## src/rtl/regfile_wb_scheduler_pkg.sv

```systemverilog
// Shared types and sizing for the register-file writeback scheduler.
package regfile_pkg;

    typedef enum logic [1:0] {
        SRC_SC_ALU  = 2'd0,
        SRC_VEC_ALU = 2'd1,
        SRC_LOAD    = 2'd2
    } wb_src_e;

    localparam int NUM_WB_SRC = 3;
    localparam int REG_SIZE   = 8;
    localparam int REG_QTY    = 8;
    localparam int VEC_SIZE   = 4;

    function automatic int idxWidth(input int n);
        return (n <= 1) ? 1 : $clog2(n);
    endfunction

    localparam int RW = idxWidth(REG_QTY);

    typedef struct packed {
        logic                                isVec;
        logic [RW-1:0]                       regIdx;
        logic [VEC_SIZE-1:0][REG_SIZE-1:0]   data;
    } wb_req_t;

endpackage

```

## src/rtl/regfile_wb_scheduler_rr_arbiter.sv

```systemverilog
// Round-robin arbiter: one-hot grant searched from ptr upward with wrap;
// ptr moves just past the winner only when the caller reports a completed handshake.
module rr_arbiter #(
    parameter int N  = 3,
    parameter int PW = (N <= 1) ? 1 : $clog2(N)
) (
    input  logic          clk,
    input  logic          reset,
    input  logic [N-1:0]  req,
    input  logic          advance,
    output logic [N-1:0]  grant,
    output logic [PW-1:0] ptr
);

    localparam int SW = PW + 1;

    logic [SW-1:0] sum;
    logic [PW-1:0] idx;
    logic [PW-1:0] gIdx;
    logic [PW-1:0] nextPtr;

    always_comb begin
        grant = '0;
        sum   = '0;
        idx   = '0;
        for (int k = 0; k < N; k++) begin
            sum = {1'b0, ptr} + SW'(k);
            idx = (sum >= SW'(N)) ? PW'(sum - SW'(N)) : sum[PW-1:0];
            if (grant == '0 && req[idx]) begin
                grant[idx] = 1'b1;
            end
        end
    end

    always_comb begin
        gIdx = '0;
        for (int i = 0; i < N; i++) begin
            if (grant[i]) begin
                gIdx = PW'(i);
            end
        end
        nextPtr = (gIdx == PW'(N - 1)) ? '0 : gIdx + 1'b1;
    end

    always_ff @(posedge clk) begin
        if (!reset) begin
            ptr <= '0;
        end else if (advance && (|grant)) begin
            ptr <= nextPtr;
        end
    end

endmodule

```

## src/rtl/regfile_wb_scheduler.sv

```systemverilog
// Arbitrates three writeback sources onto the single register-file write port
// and tracks outstanding destinations so decode can stall on RAW/WAW hazards.
module regfile_wb_scheduler
    import regfile_pkg::*;
#(
    parameter int registerSize     = REG_SIZE,
    parameter int registerQuantity = REG_QTY,
    parameter int vecSize          = VEC_SIZE,
    localparam int RWL             = idxWidth(registerQuantity)
) (
    input  logic                                              clk,
    input  logic                                              reset,
    input  logic [NUM_WB_SRC-1:0]                             srcValid,
    output logic [NUM_WB_SRC-1:0]                             srcReady,
    input  logic [NUM_WB_SRC-1:0]                             srcIsVec,
    input  logic [NUM_WB_SRC-1:0][RWL-1:0]                    srcReg,
    input  logic [NUM_WB_SRC-1:0][vecSize-1:0][registerSize-1:0] srcData,
    input  logic                                              issueValid,
    input  logic                                              issueWrites,
    input  logic                                              issueIsVec,
    input  logic [RWL-1:0]                                    issueReg,
    input  logic [3:0]                                        rSel1,
    input  logic [3:0]                                        rSel2,
    output logic                                              stall,
    output logic                                              regWrEnSc,
    output logic                                              regWrEnVec,
    output logic [RWL-1:0]                                    regToWrite,
    output logic [vecSize-1:0][registerSize-1:0]              dataIn
);

    localparam int PTRW = idxWidth(NUM_WB_SRC);

    logic [NUM_WB_SRC-1:0] grant;
    logic [PTRW-1:0]       rrPtr;
    logic                  unusedPtr;
    logic                  handshake;
    wb_req_t               selReq;

    logic wrScQ, wrVecQ;

    logic [registerQuantity-1:0] pendSc, pendVec;
    logic [registerQuantity-1:0] clrSc, clrVec, setSc, setVec, effSc, effVec;
    logic                        pend1, pend2, wawHit, doSet;

    // Arbiter pointer is kept only for debug visibility.
    assign unusedPtr = ^rrPtr;

    rr_arbiter #(.N(NUM_WB_SRC)) uArb (
        .clk     (clk),
        .reset   (reset),
        .req     (srcValid),
        .advance (handshake),
        .grant   (grant),
        .ptr     (rrPtr)
    );

    assign srcReady  = reset ? grant : '0;
    assign handshake = |srcReady;

    always_comb begin
        selReq = '0;
        for (int i = 0; i < NUM_WB_SRC; i++) begin
            if (grant[i]) begin
                selReq.isVec  = srcIsVec[i];
                selReq.regIdx = srcReg[i];
                selReq.data   = srcData[i];
            end
        end
    end

    always_ff @(posedge clk) begin
        if (!reset) begin
            wrScQ      <= 1'b0;
            wrVecQ     <= 1'b0;
            regToWrite <= '0;
            dataIn     <= '0;
        end else if (handshake) begin
            wrScQ      <= ~selReq.isVec;
            wrVecQ     <= selReq.isVec;
            regToWrite <= selReq.regIdx;
            dataIn     <= selReq.data;
        end else begin
            wrScQ      <= 1'b0;
            wrVecQ     <= 1'b0;
        end
    end

    // A write already registered when reset drops must never reach the file.
    assign regWrEnSc  = wrScQ & reset;
    assign regWrEnVec = wrVecQ & reset;

    always_comb begin
        clrSc  = '0;
        clrVec = '0;
        clrSc[regToWrite]  = regWrEnSc;
        clrVec[regToWrite] = regWrEnVec;
        effSc  = pendSc & ~clrSc;
        effVec = pendVec & ~clrVec;
    end

    // Hazard check sees the bit being retired this cycle as already free.
    always_comb begin
        pend1  = rSel1[3] ? effVec[rSel1[RWL-1:0]] : effSc[rSel1[RWL-1:0]];
        pend2  = rSel2[3] ? effVec[rSel2[RWL-1:0]] : effSc[rSel2[RWL-1:0]];
        wawHit = issueIsVec ? effVec[issueReg] : effSc[issueReg];
        stall  = reset & (pend1 | pend2 | (issueWrites & wawHit));
    end

    always_comb begin
        doSet  = issueValid & issueWrites & ~stall;
        setSc  = '0;
        setVec = '0;
        setSc[issueReg]  = doSet & ~issueIsVec;
        setVec[issueReg] = doSet & issueIsVec;
    end

    // OR-ing the set after the clear lets a same-cycle reissue keep the bit.
    always_ff @(posedge clk) begin
        if (!reset) begin
            pendSc  <= '0;
            pendVec <= '0;
        end else begin
            pendSc  <= effSc | setSc;
            pendVec <= effVec | setVec;
        end
    end

endmodule
```

## config.mk

```make
export PLATFORM = sky130hd
export DESIGN_NAME = regfile_wb_scheduler
export DESIGN_NICKNAME = d
export VERILOG_FILES = /design/src/rtl/regfile_wb_scheduler_pkg.sv /design/src/rtl/regfile_wb_scheduler_rr_arbiter.sv /design/src/rtl/regfile_wb_scheduler.sv
export SDC_FILE = /design/constraint.sdc
export NUM_CORES = 1
export LEC_CHECK = 0
export ABC_AREA = 0
export CAP_MARGIN = 30
export CORE_ASPECT_RATIO = 1.4
export CORE_MARGIN = 4
export CORE_UTILIZATION = 45
export CTS_CLUSTER_SIZE = 30
export DETAILED_ROUTE_END_ITERATION = 6
export PLACE_DENSITY = 0.95
export SKIP_CTS_REPAIR_TIMING = 1
export SLEW_MARGIN = 20
export SYNTH_ARGS = -nofsm -noshare
export SYNTH_HDL_FRONTEND = slang
export SYNTH_SLANG_ARGS = --single-unit
```

## constraint.sdc

```tcl
create_clock -name clk -period 8 [get_ports clk]
set_input_delay 0.8 -clock clk [delete_from_list [all_inputs] [get_ports clk]]
set_output_delay 0.8 -clock clk [all_outputs]
set_load 0.05 [all_outputs]
```

# After elaboration in Yosys (flattened, before gate mapping)
# Index checks and enable logic that the tools add are counted.
[totals]
input_bits = 127
register_bits = 55
wordCells = 114
[op_classes]
magnitude_cmp = 15
reduce_logical = 13
n_bitwise = 25
n_eq_ne = 1
addsub = 6
n_mux = 44
[ops]
columns = ["operator", "n"]
rows = [
  ["2-to-1 mux 36 bit", 3],
  ["bitwise AND 8 bit", 6],
  ["binary-select mux 1 bit (select 3 bit)", 6],
  ["2-to-1 mux 1 bit", 18],
  ["< comparator 3 x 4 -> 1 bit, second input constant", 4],
  ["inverter 8 bit", 2],
  ["bitwise OR 8 bit", 2],
  ["2-to-1 mux 3 bit", 4],
  ["2-to-1 mux 2 bit", 5],
  ["< comparator 2 x 3 -> 1 bit, second input constant", 3],
  ["bitwise AND 1 bit", 8],
  ["logical AND 1 bit", 8],
  ["binary-select mux 1 bit (select 2 bit)", 3],
  ["demux 1 bit (select 2 bit)", 3],
  ["demux 1 bit (select 3 bit)", 2],
  [">= comparator 2 x 1 -> 1 bit, second input constant", 3],
  [">= comparator 3 x 1 -> 1 bit, second input constant", 2],
  [">= comparator 3 x 2 -> 1 bit, second input constant", 2],
  ["zero test 3 bit", 2],
  ["bitwise OR 3 bit", 2],
  ["OR reduction 3 bit", 2],
  ["subtractor 2 bit, second input constant", 3],
  ["adder 2 x 1 -> 3 bit, second input constant", 1],
  ["adder 2 x 2 -> 3 bit, second input constant", 1],
  ["6 further kinds", 9],
]

# Depth between registers and ports, before layout
# Gate-level depths: netlist (run 1).
[logic_depth]
word_depth = 18
mapped_depth = 11
depth_no_buf = 9

# By module
# Synthesis (run 1) repeated with hierarchy kept, for this count alone.
[unflattened]
hier_cells = 465
area_unflattened_um2 = 3678.5
[modules_own_cells]
columns = ["mod", "cells_per_inst", "area_each_um2", "instances"]
rows = [
  ["regfile_wb_scheduler", 417, 3258.1, 1],
  ["rr_arbiter", 48, 420.4, 1],
]

# Worst setup path after synthesis (run 1)
# Ideal clock, no wire load.
[synth_path]
path_type = "reg-to-output"
startpoint = "register regToWrite[1]"
endpoint = "output port stall"
n_path_buf = 1
required_ns = 7.200
setup_slack_ns = 4.403
stages_incl_launch_ff = 9
t_arrival_ns = 2.797
cell_sequence = "dfxtp_1 -> buf_2 -> nand2b_1 -> o21ai_1 -> mux4_2 -> or3_1 -> nand4_1 -> nor2_1 -> nor2_1"
[synth_between]
elab_chain_cells = 13
elab_cells_between_ends = 30
cone_classes = "2 x order compare; 17 x mux; 10 x bitwise; 1 x reduce/logical"
[synth_lines]
columns = ["element", "line_no", "rtl"]
rows = [
  ["start: declaration", "regfile_wb_scheduler.sv:27", "output logic [RWL-1:0] regToWrite,"],
  ["start signal: assignment", "regfile_wb_scheduler.sv:80", "regToWrite <= selReq.regIdx;"],
  ["< comparator 3 x 4 -> 1 bit (not written as such) or >= comparator 3 x 1 -> 1 bit (tied branches)", "regfile_wb_scheduler.sv:95, regfile_wb_scheduler.sv:96", ""],
  ["logical AND 1 bit (not written as such)", "regfile_wb_scheduler.sv:95, regfile_wb_scheduler.sv:96", ""],
  ["2-to-1 mux 1 bit (not written as such)", "regfile_wb_scheduler.sv:95, regfile_wb_scheduler.sv:96", ""],
  ["demux 1 bit (select 3 bit) (*)", "regfile_wb_scheduler.sv:95, regfile_wb_scheduler.sv:96", ""],
  ["bitwise AND 8 bit (no source line)", "-", ""],
  ["inverter 8 bit (on tied branches)", "regfile_wb_scheduler.sv:97, regfile_wb_scheduler.sv:98", ""],
  ["bitwise AND 8 bit (on tied branches)", "regfile_wb_scheduler.sv:97, regfile_wb_scheduler.sv:98", ""],
  ["binary-select mux 1 bit (select 3 bit) (on tied branches)", "regfile_wb_scheduler.sv:103, regfile_wb_scheduler.sv:104, regfile_wb_scheduler.sv:105", ""],
  ["2-to-1 mux 1 bit (on tied branches) (2 in series)", "regfile_wb_scheduler.sv:103, regfile_wb_scheduler.sv:104, regfile_wb_scheduler.sv:105", ""],
  ["bitwise OR 1 bit or bitwise AND 1 bit (tied branches)", "regfile_wb_scheduler.sv:106", "stall = reset & (pend1 | pend2 | (issueWrites & wawHit));"],
  ["bitwise OR 1 bit (*)", "regfile_wb_scheduler.sv:106", ""],
  ["bitwise AND 1 bit (*)", "regfile_wb_scheduler.sv:106", ""],
  ["end: declaration", "regfile_wb_scheduler.sv:24", "output logic stall,"],
]
# Every way passes the cells marked *; elsewhere a longest branch is shown, timed or not. The select of a mux whose other input is x is not followed.

# Worst setup path after layout (run 1)
[layout_path]
startpoint = "input port issueReg[1]"
endpoint = "output port stall"
[layout_between]
elab_chain_cells = 6
elab_cells_between_ends = 8
cone_classes = "5 x mux; 3 x bitwise"
[layout_lines]
columns = ["element", "line_no", "rtl"]
rows = [
  ["start: declaration", "regfile_wb_scheduler.sv:21", "input logic [RWL-1:0] issueReg,"],
  ["binary-select mux 1 bit (select 3 bit)", "regfile_wb_scheduler.sv:105", "wawHit = issueIsVec ? effVec[issueReg] : effSc[issueReg];"],
  ["2-to-1 mux 1 bit (not written as such)", "regfile_wb_scheduler.sv:105", ""],
  ["2-to-1 mux 1 bit (*)", "regfile_wb_scheduler.sv:105", ""],
  ["bitwise AND 1 bit (*)", "regfile_wb_scheduler.sv:106", ""],
  ["bitwise OR 1 bit (*)", "regfile_wb_scheduler.sv:106", ""],
  ["bitwise AND 1 bit (*)", "regfile_wb_scheduler.sv:106", ""],
]
# Marks and branches as above.

==> metrics.txt, run 1 <==
outcome finished clean; DR vias 4316; # IOs 168; Tot Pwr 1.83 mW; dpl hpwl 10500 um; final worst-path cycle share 58.8%; CP endpoint stall; Post-synth top cells dfxtp_1, nand2_1, o22ai_1, o21ai_0, clkbuf_1; actual slew at the worst max-slew pin 811 ps; CP Launch Type input pin; Post-synth EDFFs 0; die span in x 82.8 um; FF/Latch Area 1100 um^2; Avg Inst Size Synth 8.18 um^2; Max H-tree Level 2; worst stage delay on the critical path 1000 ps; Core Region 7500 um^2; layout net count 699; RePlAce Congestion 1.02; DR iter-0 viols 373; vias in the first global route 4326; post-route minimum period 4700 ps; Initial Util 47.0%; total grt overflow 0; worst-path cell chain clkdlybuf4s50_1 -> clkinv_1 -> a31oi_1 -> nand3_1 -> nand4_1 -> nor2_1 -> nor2_1 -> clkdlybuf4s50_1; Die ar. 9340 um^2; Core Rows 37; first-pass GRT wire length 22200 um; FF-to-FF path depth 9; critical path depth in cells 8; P_leak 1.84 nW; crit path from issueReg[1]; footprint of the multi-input gates 2220 um^2; most common cell in the netlist dfxtp_1; ys async rst share 0%; total track usage 28.9%; RSZ-0062 raised after global routing false; crit path capture type output pin; top_reg_cell synth dfxtp_1; Yosys top cell area share 31.2%; DRT Pass-1 Iters 5; Critical R2R Capture dataIn[20]; Placed Area 5170 um^2; post-route ant nets 0; register area share after synthesis 31.2%; Reg clk slew, reported paths 90 ps; kind of critical path input pin to output pin; leading area contributor after synthesis dfxtp_1; worst-path maximum fanout 16; wire per inst 21.1 um; filler instances 597; YS warnings 0; Peak VDD IR 0.334 mV; layout cells sized above 1 5.80%; final WL 14000 um; Clock Skews 5.62 ps; Top delay family on crit path buffers and inverters; Fin. Hold Viols 0; Post-Syn Instances 431; Root Buffer Master clkbuf_8; Netlist cell types 64; antenna violations before repair 0; CP max stage cell clkdlybuf4s50_1; final worst setup slack 3300 ps; die height 113 um; CTS buffer count 5; Clock Path Buffers 2; Max Cap Viol 0; Worst R2R Setup Slack 4620 ps; top post-synthesis cells by area dfxtp_1, a221oi_1, o22ai_1, o21ai_0, nand2_1; maximum clock rate 0.213 GHz; Data required, critical path 7200 ps; Final Max Tran Viols 0; Setup WS pre-CTS 3340 ps; final setup violation count 0; final instance area 5300 um^2; synthesized cell area 3530 um^2; DR vias/cell 6.48; CTS tree yes; Worst Path Buf+Inv 3; PwrDens 345 nW/um^2; post-route DRC violation count 0; Hold Crit Class flop to flop; largest net degree at the start of global routing 55; Mapped Nets 562; setup_tns 0 ps; Syn-to-layout area delta 50.3%; Skew-Pair Late Insertion Delay 320 ps; #FFs+latches synth 55; clk sink count 55; Arrival @ worst endpoint 3900 ps; relative slew slack 45.8%; ant diodes 0; Critical R2R Launch uArb.ptr[0]; Hold Worst Slack 474 ps; Port Buf Inserts 167
==> flip-flops by register name, summed over array words and instances (netlist names) <==
signal      cells
uArb.ptr        2
pendVec         8
regToWrite      3
wrScQ           1
wrVecQ          1
dataIn         32
pendSc          8
==> metrics by stage <==
| step | instances | utilization [%] |
|---|---|---|
| final | 666 | 70.7 |
| after global routing | 666 | 70.7 |
| after CTS | 665 | 70.4 |
| after detailed placement | 657 | 69.0 |
| after global placement | 657 | 69.0 |
| after floorplan | 431 | - |
==> report_power, final <==
part / internal (mW) / switching, mW / leakage, nW
sequential: 0.354 / 0.0657 / 0.453
combinational: 0.444 / 0.791 / 1.34
clock: 0.0790 / 0.0948 / 0.0505
total: 0.877 / 0.951 / 1.84
==> worst min-delay path by stage <==
| stage | startpoint | end | depth (start not counted) |
|---|---|---|---|
| after CTS | dataIn[1] | dataIn[1] | 2 |
| after global placement | dataIn[26] | dataIn[26] | 2 |
| after detailed placement | dataIn[1] | dataIn[1] | 2 |
| final | dataIn[14] | dataIn[14] | 2 |
| after global routing | dataIn[26] | dataIn[26] | 2 |
| after floorplan | pendVec[3] | pendVec[3] | 2 |
==> layout by cell type (no fill, tap or decap), drive strengths merged, types with 3 or more instances in the layout <==
cell and count:
a211oi 4, clkdlybuf4s50 166, inv 13, a32o 6
clkbuf 7, o21ai 40, nand2b 4, nand3 11
nor4 3, nand2 43, a221oi 28, a311oi 3
o21a 6, a21oi 11, o221ai 9, and2 4
buf 5, mux2i 14, nand3b 5, and3 5
ha 4, o32ai 6, or3 5, o211ai 4
dfxtp 55, nor2 22, o22ai 37, xnor2 3
xor2 3, nor3 4
==> routing by layer <==
metal	track usage [%]	share of wire, %	vias to the layer above	wire length [um]
met2	49.5	49	283	6890
li1	-	-	1958	-
met3	8.59	11	50	1510
met1	32.9	36	2025	5070
met4	13.6	4.1	0	570
met5	0	0	-	0
==> final cells by class <==
class                           instances  share of cell area (%)
Multi-Input combinational cell        321                    41.8
Clock inverter                          1                   0.142
Timing Repair Buffer                  171                    32.2
Inverter                               14                   0.992
Tap cell                               97                    2.29
Clock buffer                            7                    1.82
Sequential cell                        55                    20.8
==> kinds of logic (layout without fill, tap and decap cells) <==
| kind of cell | count (synthesis) | after routing | share of synthesized area (%) |
|---|---|---|---|
| compound gates | 181 | 181 | 38.2 |
| simple gates | 113 | 113 | 15.7 |
| flops | 55 | 55 | 31.2 |
| buf+inv | 55 | 193 | 6.35 |
| mux | 17 | 17 | 5.57 |
| xor+xnor | 6 | 6 | 1.49 |
| fa+ha+maj | 4 | 4 | 1.42 |
==> worst min-delay path, stage by stage, from the launching register on <==
cell	delay, ps
dfxtp_1	320
nand2_1	50
o22ai_1	60
(Power assumes the default switching activity.)
==> run 2, diff against run 1 <==
Settings changed: CORE_UTILIZATION 45 to 42, PLACE_DENSITY 0.95 to 0.92.
Clock period 8 ns to 4.9 ns, I/O delays scaled along.
==> metrics.txt, run 2 (synthesis gave the netlist of run 1 again) <==
worst-path cell chain clkdlybuf4s50_1 -> xnor2_1 -> nor3b_1 -> or4_1 -> o2111a_1 -> o22ai_1 -> nor2_1 -> nor2_1 -> clkdlybuf4s50_1; DR vias 4206 (-2.5%); DR vias/cell 6.26 (-3.4%); largest registers dataIn x32, pendSc x8, pendVec x8; internal power 1.51 mW (+72%); PwrDens 564 nW/um^2 (+63%); dpl hpwl 10400 um (-0.63%); RePlAce Congestion 1.03 (+1.2%); switching power share of the total 49.9% (-2.1 points); total track usage 25.9% (-3.0 points); layout net count 702 (+0.43%); kind of critical path input pin to output pin; Setup WS pre-CTS 1060 ps (-2280 ps); DRT Pass-1 Iters 5 (unchanged); worst-path maximum fanout 10 (-6); final core occ 65.3% (-5.4 points); Clock Path Buffers 2 (unchanged); Fin. Hold Viols 0 (unchanged); Clock Skews 2.10 ps (-3.51 ps); relative slew slack 49.2% (+3.4 points); total grt overflow 0 (unchanged); Seq pwr share 22.6% (-0.4 points); Syn-to-layout area delta 51.8%; Clk network pwr share 10.8% (+1.3 points); CTS buffer count 5 (unchanged); Die ar. 9950 um^2 (+6.5%); setup_tns 0 ps (unchanged); maximum clock rate 0.257 GHz; Final Max Tran Viols 0 (unchanged); final setup violation count 0 (unchanged); worst stage delay on the critical path 820 ps (-180 ps); Core Rows 39 (+5.4%); most common cell after layout, fill and taps aside clkdlybuf4s50_1; # IOs 168 (unchanged); Sw Pwr 1.51 mW (+58%); P_leak 1.87 nW (+1.6%); first-pass GRT wire length 20500 um (-7.6%); Arrival @ worst endpoint 3400 ps (-500 ps); outcome finished clean; Skew-Pair Late Insertion Delay 280 ps (-40 ps); post-route minimum period 3890 ps; filler instances 678 (+14%); Largest Register dataIn; wire per inst 20.1 um (-4.9%); combinational share of power 66.6% (-0.9 points); ant diodes 0 (unchanged); largest net degree at the start of global routing 65 (+18%); Port Buf Inserts 167 (unchanged); post-route DRC violation count 0 (unchanged); Largest register FFs 32 (unchanged); Hold Crit Class flop to flop; Max Cap Viol 0 (unchanged); DR iter-0 viols 297 (-20%); RSZ-0062 raised after global routing false; leading cell types in the layout, fill and taps excluded clkdlybuf4s50_1, dfxtp_1, nand2_1; Reg clk slew, reported paths 60 ps (-30 ps); die span in x 85.4 um (+3.2%); CP Launch Type input pin; Max H-tree Level 2 (unchanged); die height 116 um (+3.3%); Peak VDD IR 0.361 mV (+8.1%); Core Region 8200 um^2 (+9.3%); antenna violations before repair 0 (unchanged); Root Buffer Master clkbuf_16; layout cells sized above 1 5.61% (-0.19 points); actual slew at the worst max-slew pin 756 ps (-55.0 ps); CTS tree yes; post-route ant nets 0 (unchanged); Initial Util 43.0% (-4.0 points); clk sink count 55 (unchanged); Data required, critical path 4410 ps (-2790 ps); final WL 13500 um (-4.0%); CP max stage cell clkdlybuf4s50_1; final worst-path cycle share 79.3%; final worst setup slack 1010 ps (-2280 ps); vias in the first global route 4224 (-2.4%); crit path capture type output pin
run 2: cell types whose count changed in the layout (fill, tap and decap cells not counted):
cell	delta
clkbuf_1	+1
buf_8	+1
clkinvlp_4	-1
clkbuf_8	-7
nor2_4	-1
clkbuf_16	+5
nand2_1	+1
nor2_2	+1
nand2_2	-1
buf_4	+2
run 2: layer usage:
metal  global-route usage [%]  share of wire, %
met3                     7.20               9.9
met4                     12.2               4.4
met5                        0                 0
met1                     27.7                35
met2                     47.0                51
run 2: worst paths after layout:
| kind | slack, ps | cells past startpoint | from | end |
|---|---|---|---|---|
| worst max register to register | 1460 | 10 | uArb.ptr[0] | dataIn[24] |
| worst max-delay path | 1010 | 9 | rSel1[1] | stall |
| worst min-delay path | 470 | 2 | dataIn[21] | dataIn[21] |
| worst min register to register | 470 | 2 | dataIn[21] | dataIn[21] |
run 2: power groups by stage:
stage          clock network [mW]  registers [mW]  logic (mW)
2_1_floorplan                   0            1.02        1.02
3_3_place_gp                    0           0.681        1.92
3_5_place_dp                    0           0.687        1.99
4_1_cts                     0.334           0.679        2.00
5_1_grt                     0.349           0.698        2.14
6_report                    0.327           0.683        2.01
run 2: cell type report:
| type | count | area, um^2 | share of cell area (%) |
|---|---|---|---|
| repair buffers | 174 | 1730 | 32.4 |
| flip-flops and latches | 55 | 1100 | 20.6 |
| clock buffers | 6 | 129 | 2.41 |
| inverters | 14 | 52.6 | 0.982 |
| multi-input cells | 321 | 2210 | 41.3 |
| well taps | 102 | 128 | 2.38 |
run 2: per-stage QoR:
stage | hold WS [ps] | cells | cell area [um^2] | total power [mW]
after floorplan | 491 | 431 | 3530 | 2.03
after CTS | 472 | 671 | 5340 | 3.01
after detailed placement | 459 | 665 | 5210 | 2.68
after global placement | 453 | 664 | 5190 | 2.60
final | 470 | 672 | 5350 | 3.02
after global routing | 486 | 672 | 5350 | 3.19
run 2: worst max-delay path: cells and delay by family:
kind	cells	cell delay [ps]
buffers and inverters	2	1560
AND/OR/NAND/NOR	4	760
AO/OA/AOI/OAI	2	420
XOR/XNOR	1	170
==> run 3, diff against run 2 <==
Settings changed: CORE_UTILIZATION 42 to 38, PLACE_DENSITY 0.92 to 0.88.
Clock period 4.9 ns to 3.15 ns, I/O delays scaled along.
==> metrics.txt, run 3 (synthesis gave the netlist of run 1 again) <==
Initial Util 39.1% (-4.0 points); Root Buffer Master clkbuf_16; most common cell after layout, fill and taps aside clkdlybuf4s50_1; Port Buf Inserts 167 (unchanged); post-route minimum period 2990 ps; DR vias/cell 6.23 (-0.48%); layout net count 718 (+2.3%); footprint of the multi-input gates 2220 um^2 (+0.45%); Syn-to-layout area delta 56.5%; Clock Path Buffers 2 (unchanged); Peak VDD IR 0.808 mV (+120%); Max Cap Viol 0 (unchanged); RSZ-0062 raised after global routing false; DRT Pass-1 Iters 5 (unchanged); setup_tns 0 ps (unchanged); first-pass GRT wire length 21300 um (+3.6%); Core Region 9030 um^2 (+10%); post-route DRC violation count 0 (unchanged); worst-path maximum fanout 11 (+1); CTS buffer count 5 (unchanged); Clock Skews 3.87 ps (+1.77 ps); kind of critical path flop to output pin; final setup violation count 0 (unchanged); Data required, critical path 2830 ps (-1580 ps); CP Launch Type flop; Max H-tree Level 2 (unchanged); hold path cells 2 (unchanged); DR vias 4329 (+2.9%); Skew-Pair Late Insertion Delay 290 ps (about the same); total track usage 25.0% (-0.97 points); die span in x 89.4 um (+4.7%); # IOs 168 (unchanged); maximum clock rate 0.335 GHz; final worst setup slack 162 ps (-851 ps); largest registers dataIn x32, pendSc x8, pendVec x8; Largest register FFs 32 (unchanged); Die ar. 10900 um^2 (+9.7%); vias in the first global route 4322 (+2.3%); Core Rows 41 (+5.1%); antenna violations before repair 0 (unchanged); largest net degree at the start of global routing 48 (-26%); die height 122 um (+4.8%); Final Max Tran Viols 0 (unchanged); Setup WS pre-CTS 117 ps (-944 ps); final WL 14100 um (+4.5%); crit path capture type output pin; post-route ant nets 0 (unchanged); FF/Latch Area 1100 um^2 (unchanged); Hold Crit Class flop to flop; DR iter-0 viols 296 (-0.34%); relative slew slack 47.6% (-1.6 points); layout cells sized above 1 9.35% (+3.7 points); P_leak 1.96 nW (+5.1%); Worst R2R Setup Slack 290 ps (-1170 ps); Reg clk slew, reported paths 70 ps (about the same); PwrDens 878 nW/um^2 (+56%); FF-to-FF path depth 10 (unchanged); clk sink count 55 (unchanged); total grt overflow 0 (unchanged); wire per inst 20.3 um (+1.0%); dpl hpwl 10900 um (+4.9%); leading cell types in the layout, fill and taps excluded clkdlybuf4s50_1, dfxtp_1, nand2_1; Fin. Hold Viols 0 (unchanged); Largest Register dataIn; CTS tree yes; actual slew at the worst max-slew pin 779 ps (+23.7 ps); outcome finished clean; final worst-path cycle share 94.9%; filler instances 792 (+17%); Arrival @ worst endpoint 2670 ps (-730 ps); RePlAce Congestion 0.954 (-7.7%); ant diodes 0 (unchanged)
run 3: layer usage:
layer	GRT usage (%)	vias up	routed length [um]
li1	-	2002	-
met1	27.6	2002	5030
met2	42.5	260	7010
met3	5.95	65	1160
met4	14.6	0	872
met5	0	-	0
run 3: layout make-up:
cell class,instances,area share (%)
Inverter,14,0.952
Clock inverter,2,0.227
Timing Repair Buffer,190,33.9
Tap cell,107,2.43
Clock buffer,6,2.34
Multi-Input combinational cell,321,40.2
Sequential cell,55,20.0
run 3: worst max-delay path, cell delays in order (launching register included):
cell      delay, ps
dfxtp_1         360
inv_1            90
ha_2            430
mux2i_1         260
o22ai_1         100
a2111o_1        400
and2_1          320
nor2_1          250
buf_12          170
run 3: power breakdown:
part	leakage [nW]	switching (mW)	internal [mW]	total [mW]
clock	0.0669	0.251	0.294	0.545
combinational	1.44	2.02	1.25	3.26
sequential	0.453	0.132	0.900	1.03
run 3: metrics by stage:
step	hold WS [ps]	power, mW	instances	utilization [%]	area [um^2]
6_report	473	4.84	695	61.1	5520
5_1_grt	497	5.13	695	61.1	5520
4_1_cts	470	4.83	695	61.0	5510
3_5_place_dp	458	4.29	687	59.4	5370
3_3_place_gp	454	4.14	686	59.3	5360
2_1_floorplan	491	3.16	431	-	3530
run 3: final timing paths:
path / startpoint / to
worst max-delay path: uArb.ptr[0] / srcReady[1]
worst min-delay path: dataIn[22] / dataIn[22]
worst max register to register: uArb.ptr[0] / dataIn[31]
worst min register to register: dataIn[22] / dataIn[22]
